## config.mk

```make
export PLATFORM = sky130hd
export DESIGN_NAME = add8u_err_monitor
export DESIGN_NICKNAME = d
export VERILOG_FILES = /design/src/rtl/add_err_pkg.sv /design/src/rtl/add_err_datapath.sv /design/src/rtl/add8u_err_monitor.sv
export SDC_FILE = /design/constraint.sdc
export NUM_CORES = 1
export LEC_CHECK = 0
export BUFFER_PORTS_ARGS = -buffer_cell sky130_fd_sc_hd__buf_4
export CORE_MARGIN = 4
export CORE_UTILIZATION = 32
export DETAILED_ROUTE_END_ITERATION = 12
export GPL_ROUTABILITY_DRIVEN = 1
export SYNTH_ARGS = -nofsm -noshare
export SYNTH_HDL_FRONTEND = slang
export SYNTH_SLANG_ARGS = --single-unit
```

## constraint.sdc

```tcl
create_clock -name clk -period 7.11 [get_ports clk]
set_input_delay 1.0665 -clock clk [delete_from_list [all_inputs] [get_ports clk]]
set_output_delay 1.0665 -clock clk [all_outputs]
set_load 0.02 [all_outputs]
```

## src/rtl/add_err_pkg.sv

```systemverilog
// Shared widths, state encoding and error helper for the approximate-adder error monitor.
package add_err_pkg;
  localparam int W            = 8;
  localparam int CNT_W        = 32;
  localparam int ABS_W        = W + 1;
  localparam int SQ_W         = 2 * W + 2;
  localparam int SUM_ABS_W    = CNT_W + W + 1;
  localparam int SUM_SQ_W     = CNT_W + 2 * W + 2;
  localparam int DRAIN_CYCLES = 2;

  typedef enum logic [1:0] {IDLE, RUN, DRAIN, DONE} state_e;

  // |(a+b) - o|, computed in W+2 signed bits so both error directions fit
  function automatic logic [ABS_W-1:0] abs_err(input logic [W-1:0] a,
                                               input logic [W-1:0] b,
                                               input logic [W:0]   o);
    logic [W+1:0] diff;
    diff = {1'b0, ({1'b0, a} + {1'b0, b})} - {1'b0, o};
    return diff[W+1] ? ABS_W'(-diff) : ABS_W'(diff);
  endfunction
endpackage

```

## src/rtl/add_err_datapath.sv

```systemverilog
// Exact-sum / absolute-error stage with valid; the square feeds the accumulator stage in the top.
module add_err_datapath
  import add_err_pkg::*;
(
  input  logic             clk,
  input  logic             rst,
  input  logic             clr_i,
  input  logic             fire_i,
  input  logic [W-1:0]     a_i,
  input  logic [W-1:0]     b_i,
  input  logic [W:0]       o_i,
  output logic             s1_valid_o,
  output logic [ABS_W-1:0] s1_abs_o,
  output logic [SQ_W-1:0]  s1_sq_o
);
  logic             valid_q;
  logic [ABS_W-1:0] abs_q;

  always_ff @(posedge clk) begin
    if (rst || clr_i) begin
      valid_q <= 1'b0;
      abs_q   <= '0;
    end else begin
      valid_q <= fire_i;
      if (fire_i) abs_q <= abs_err(a_i, b_i, o_i);
    end
  end

  assign s1_valid_o = valid_q;
  assign s1_abs_o   = abs_q;
  assign s1_sq_o    = SQ_W'(abs_q) * SQ_W'(abs_q);
endmodule

```

## src/rtl/add8u_err_monitor.sv

```systemverilog
// Error-statistics monitor for an 8-bit approximate adder: sequencing FSM, sample counter
// and the EP/MAE/MSE/WCE accumulators fed by add_err_datapath.
module add8u_err_monitor
  import add_err_pkg::*;
(
  input  logic                 clk,
  input  logic                 rst,
  input  logic                 start,
  input  logic [CNT_W-1:0]     n_samples,
  input  logic                 in_valid,
  output logic                 in_ready,
  input  logic [W-1:0]         in_a,
  input  logic [W-1:0]         in_b,
  input  logic [W:0]           in_o,
  output logic                 busy,
  output logic                 done,
  output logic [CNT_W-1:0]     sample_cnt,
  output logic [CNT_W-1:0]     err_cnt,
  output logic [SUM_ABS_W-1:0] sum_abs_err,
  output logic [SUM_SQ_W-1:0]  sum_sq_err,
  output logic [ABS_W-1:0]     wce
);
  state_e               state_q;
  logic [1:0]           drain_q;
  logic [CNT_W-1:0]     target_q, sample_cnt_q, err_cnt_q;
  logic [SUM_ABS_W-1:0] sum_abs_q;
  logic [SUM_SQ_W-1:0]  sum_sq_q;
  logic [ABS_W-1:0]     wce_q;
  logic                 busy_q, done_q;
  logic                 start_ok, fire, s1_valid;
  logic [ABS_W-1:0]     s1_abs;
  logic [SQ_W-1:0]      s1_sq;

  assign start_ok = (state_q == IDLE) && start;
  assign in_ready = (state_q == RUN) && (sample_cnt_q < target_q);
  assign fire     = in_valid && in_ready;

  add_err_datapath u_dp (
    .clk        (clk),
    .rst        (rst),
    .clr_i      (start_ok),
    .fire_i     (fire),
    .a_i        (in_a),
    .b_i        (in_b),
    .o_i        (in_o),
    .s1_valid_o (s1_valid),
    .s1_abs_o   (s1_abs),
    .s1_sq_o    (s1_sq)
  );

  always_ff @(posedge clk) begin
    if (rst) begin
      state_q      <= IDLE;
      drain_q      <= '0;
      target_q     <= '0;
      sample_cnt_q <= '0;
      err_cnt_q    <= '0;
      sum_abs_q    <= '0;
      sum_sq_q     <= '0;
      wce_q        <= '0;
      busy_q       <= 1'b0;
      done_q       <= 1'b0;
    end else begin
      done_q <= 1'b0;
      if (s1_valid) begin
        if (s1_abs != '0) err_cnt_q <= err_cnt_q + CNT_W'(1);
        sum_abs_q <= sum_abs_q + SUM_ABS_W'(s1_abs);
        sum_sq_q  <= sum_sq_q + SUM_SQ_W'(s1_sq);
        if (s1_abs > wce_q) wce_q <= s1_abs;
      end
      // start clears are placed after the accumulation so they take priority
      case (state_q)
        IDLE: if (start) begin
          target_q     <= n_samples;
          sample_cnt_q <= '0;
          err_cnt_q    <= '0;
          sum_abs_q    <= '0;
          sum_sq_q     <= '0;
          wce_q        <= '0;
          if (n_samples == '0) begin
            state_q <= DONE;
            done_q  <= 1'b1;
          end else begin
            state_q <= RUN;
            busy_q  <= 1'b1;
          end
        end
        RUN: if (fire) begin
          sample_cnt_q <= sample_cnt_q + CNT_W'(1);
          if (sample_cnt_q + CNT_W'(1) == target_q) begin
            state_q <= DRAIN;
            drain_q <= '0;
          end
        end
        DRAIN: if (drain_q == 2'(DRAIN_CYCLES - 1)) begin
          state_q <= DONE;
          done_q  <= 1'b1;
          busy_q  <= 1'b0;
        end else begin
          drain_q <= drain_q + 2'd1;
        end
        DONE:    state_q <= IDLE;
        default: state_q <= IDLE;
      endcase
    end
  end

  assign busy        = busy_q;
  assign done        = done_q;
  assign sample_cnt  = sample_cnt_q;
  assign err_cnt     = err_cnt_q;
  assign sum_abs_err = sum_abs_q;
  assign sum_sq_err  = sum_sq_q;
  assign wce         = wce_q;
endmodule

```

==> reports/qor.csv <==
metric;value;unit
global-route wire length before repair;68400;um
sequential share of power;35.8;%
Post-Syn Area;0.0148;mm2
Worst Path Buf+Inv;7;
CTS resizes;0;
number of distinct library cells after synthesis;70;
Rel. slew slack;22.8;%
largest family of logic cells by synthesized area;simple AND/OR/NAND/NOR gates;
Crit-path slowest cell;dfxtp_1;
Port Buffers;227;
Placer Congestion;0.860;
Critical Path, Cell by Cell;and2_1 -> inv_1 -> fa_1 -> inv_1 -> fa_1 -> inv_1 -> fa_1 -> inv_1 -> fa_1 -> inv_1 -> fa_1 -> inv_1 -> ha_1 -> o21ai_0 -> nand2b_1 -> a21oi_1 -> o41ai_1 -> a31oi_1 -> o2111ai_1 -> buf_4 -> nand2_1 -> or3_1 -> a21oi_1;
TNS Setup;0;ns
maxcap violations;0;
Die Y;223;um
vias in the first global route;13000;
die area;0.0497;mm2
worst flop-to-flop path startpoint;u_dp.s1_abs_o[6];
max-slew violations;0;
PD cells;202;mW/mm2
WP data arrival;6.87;ns
fin crit period;6.42;ns
Post-CTS Setup Inserts;0;
Clock power frac;37.7;%
storage element area;0.00425;mm2
FF-to-FF setup slack;0.69;ns
GRT Resource Usage Total;16.4;%
footprint of the multi-input gates;0.00950;mm2
drt pass-1 iters;5;
CTS tree;yes;
synthesized flop and latch total;212;
ys async rst share;0;%
Worst Max-Slew Pin Slew;1.14;ns
Peak VDD IR;0.000139;V
post-synth net total;2066;
Hold Path Stages;2;
HPWL after DPL;31700;um
# H-tree levels;1;
Setup crit end kind;flop;
fin cells;2646;
EDFF count, synth;0;
area share of the largest cell type after synthesis;28.7;%
Hold EP;wce[2];
filler instances;4663;
initial drt markers;721;
switching power total;0.00120;W
Antenna Violating Nets Remaining;0;
WP data required;7.56;ns
Min-Delay Startpoint;wce[2];
Logic pwr share;26.5;%
setup violators final;0;
most frequent CP cell;inv_1;
mux cell area share after synthesis;2.45;%
P_leak;7.88;nW
CTS max path bufs;3;
# diodes;0;
Hold-fix buffers, CTS;0;
clk slew on worst S/H paths;0.06;ns
Slowest Stage Delay on Critical Path;0.65;ns
WS Path Type;reg2reg;
FMAX;0.156;GHz
Via Count;13200;
CTS sink count;212;
Worst Hold Class;reg2reg;
top cells by area, synth;dfxtp_1, ha_1, fa_1;
Int Pwr;0.00242;W
clk_skew;0.0262;ns
initial core utilization;32.5;%
R2R cell count;23;
via density per instance;4.99;
Final Cycle Share;90.3;%
IO Pins;228;
worst skew pair latency;0.55;ns
average size of a mapped cell;8.03;um2
Final #Nets;2256;
leading cell type in the layout, fill and taps excluded;buf_4;
Area Overhead vs Synth;21.2;%
adder-cell area share of the yosys netlist;16.8;%
Startpoint Class;flop;
CTS Buf Count;27;
switch share;33.1;%
placed cells;2600;
CTS root buf;clkbuf_16;
most frequent cells in the layout;buf_4, nor2_1, dfxtp_1;
row count;78;
core area;0.0455;mm2
largest area contributor in the netlist;dfxtp_1;
DRC errors left;0;
yosys synthesis warning count;0;
RSZ-0062 raised after global routing;no;
Mapped Cells;1839;
Routed WL per cell;15.9;um
status;complete, no violations;
Synth Area in XOR/XNOR;9.78;%
Synth Area in Simple Gates;22.7;%
DRT Wirelength;42000;um
Synth Area in Compound Gates;12.5;%
initial antenna violation count;0;
largest net degree at the start of global routing;74;
total congestion overflow;0;
proportion of layout cells with a drive suffix above 1;14.7;%
worst reg2reg path endpoint;sum_sq_err[49];
CP top delay family;adder cells;
Hold Fails Final Rpt;0;
register area share after synthesis;28.7;%
commonest register cell after synthesis;dfxtp_1;
Die Wd;223;um
Max FO, Critical Path;15;
==> worst min-delay path, stage by stage (launching register included) <==
cell     delay, ns
dfxtp_1       0.32
nand2_1       0.05
mux2i_1       0.05
==> Yosys cell counts (all sizes together), types with 53 or more instances <==
library cell	count
nor2	214
dfxtp	212
inv	197
nand2	180
a21oi	125
ha	112
xor2	98
clkbuf	70
xnor2	67
nand3	59
fa	54
o21ai	53
==> worst max-delay path by stage <==
stage / from / endpoint / slack, ns / depth (start not counted)
2_1_floorplan: u_dp.s1_abs_o[6] / sum_sq_err[43] / 1.16 / 24
3_3_place_gp: u_dp.s1_abs_o[6] / sum_sq_err[49] / 0.85 / 23
3_5_place_dp: u_dp.s1_abs_o[6] / sum_sq_err[49] / 0.73 / 23
4_1_cts: u_dp.s1_abs_o[6] / sum_sq_err[49] / 0.68 / 23
5_1_grt: u_dp.s1_abs_o[6] / sum_sq_err[49] / 0.14 / 23
6_report: u_dp.s1_abs_o[6] / sum_sq_err[49] / 0.69 / 23
==> metrics by stage <==
stage | util (%) | setup WS [ns] | area (um2) | total power, W | hold WS, ns
6_report | 39.4 | 0.686 | 17900 | 0.00362 | 0.473
5_1_grt | 39.4 | 0.137 | 17900 | 0.00383 | 0.503
4_1_cts | 39.4 | 0.676 | 17900 | 0.00367 | 0.474
3_5_place_dp | 37.4 | 0.727 | 17000 | 0.00228 | 0.459
3_3_place_gp | 37.4 | 0.846 | 17000 | 0.00226 | 0.461
2_1_floorplan | - | 1.16 | 14800 | 0.00200 | 0.440
==> layer usage <==
| metal | up-vias | wire length, um | global-route usage (%) | share of wire (%) |
|---|---|---|---|---|
| li1 | 6568 | - | - | - |
| met1 | 6292 | 19700 | 22.3 | 47 |
| met2 | 290 | 19000 | 26.7 | 45 |
| met3 | 45 | 2150 | 2.81 | 5.1 |
| met4 | 0 | 1100 | 4.67 | 2.6 |
| met5 | - | 0 | 0 | 0 |
==> area by class of cell <==
| cell class | instances | area share (%) |
|---|---|---|
| clock inverters | 7 | 0.496 |
| clock buffers | 39 | 4.42 |
| flip-flops and latches | 212 | 23.7 |
| well taps | 600 | 4.19 |
| inverters | 197 | 4.13 |
| repair buffers | 239 | 10.0 |
| multi-input cells | 1352 | 53.0 |
==> power by group through the flow <==
stage / Combinational (W) / Clock [W] / Sequential, W
global route: 0.00108 / 0.00145 / 0.00130
CTS: 0.000962 / 0.00141 / 0.00130
global placement: 0.000944 / 0 / 0.00132
finish: 0.000959 / 0.00137 / 0.00130
detailed placement: 0.000958 / 0 / 0.00132
floorplan: 0.000696 / 0 / 0.00130
==> sequential cells by signal, summed over array words and instances (netlist names), 2 cells and up <==
name / cells
err_cnt: 32
state_q: 2
sum_abs_err: 41
drain_q: 2
target_q: 32
wce: 9
sample_cnt: 32
u_dp.s1_abs_o: 9
sum_sq_err: 50
==> kinds of logic after synthesis <==
logic type,Yosys count
and+or+nand+nor,689
AOI/OAI and AO/OA,296
buffers and inverters,275
DFF,212
adders and majority gates,166
xor gates and xnor gates,165
muxes,36
No activity file was read; power rests on OpenSTA's default activity.
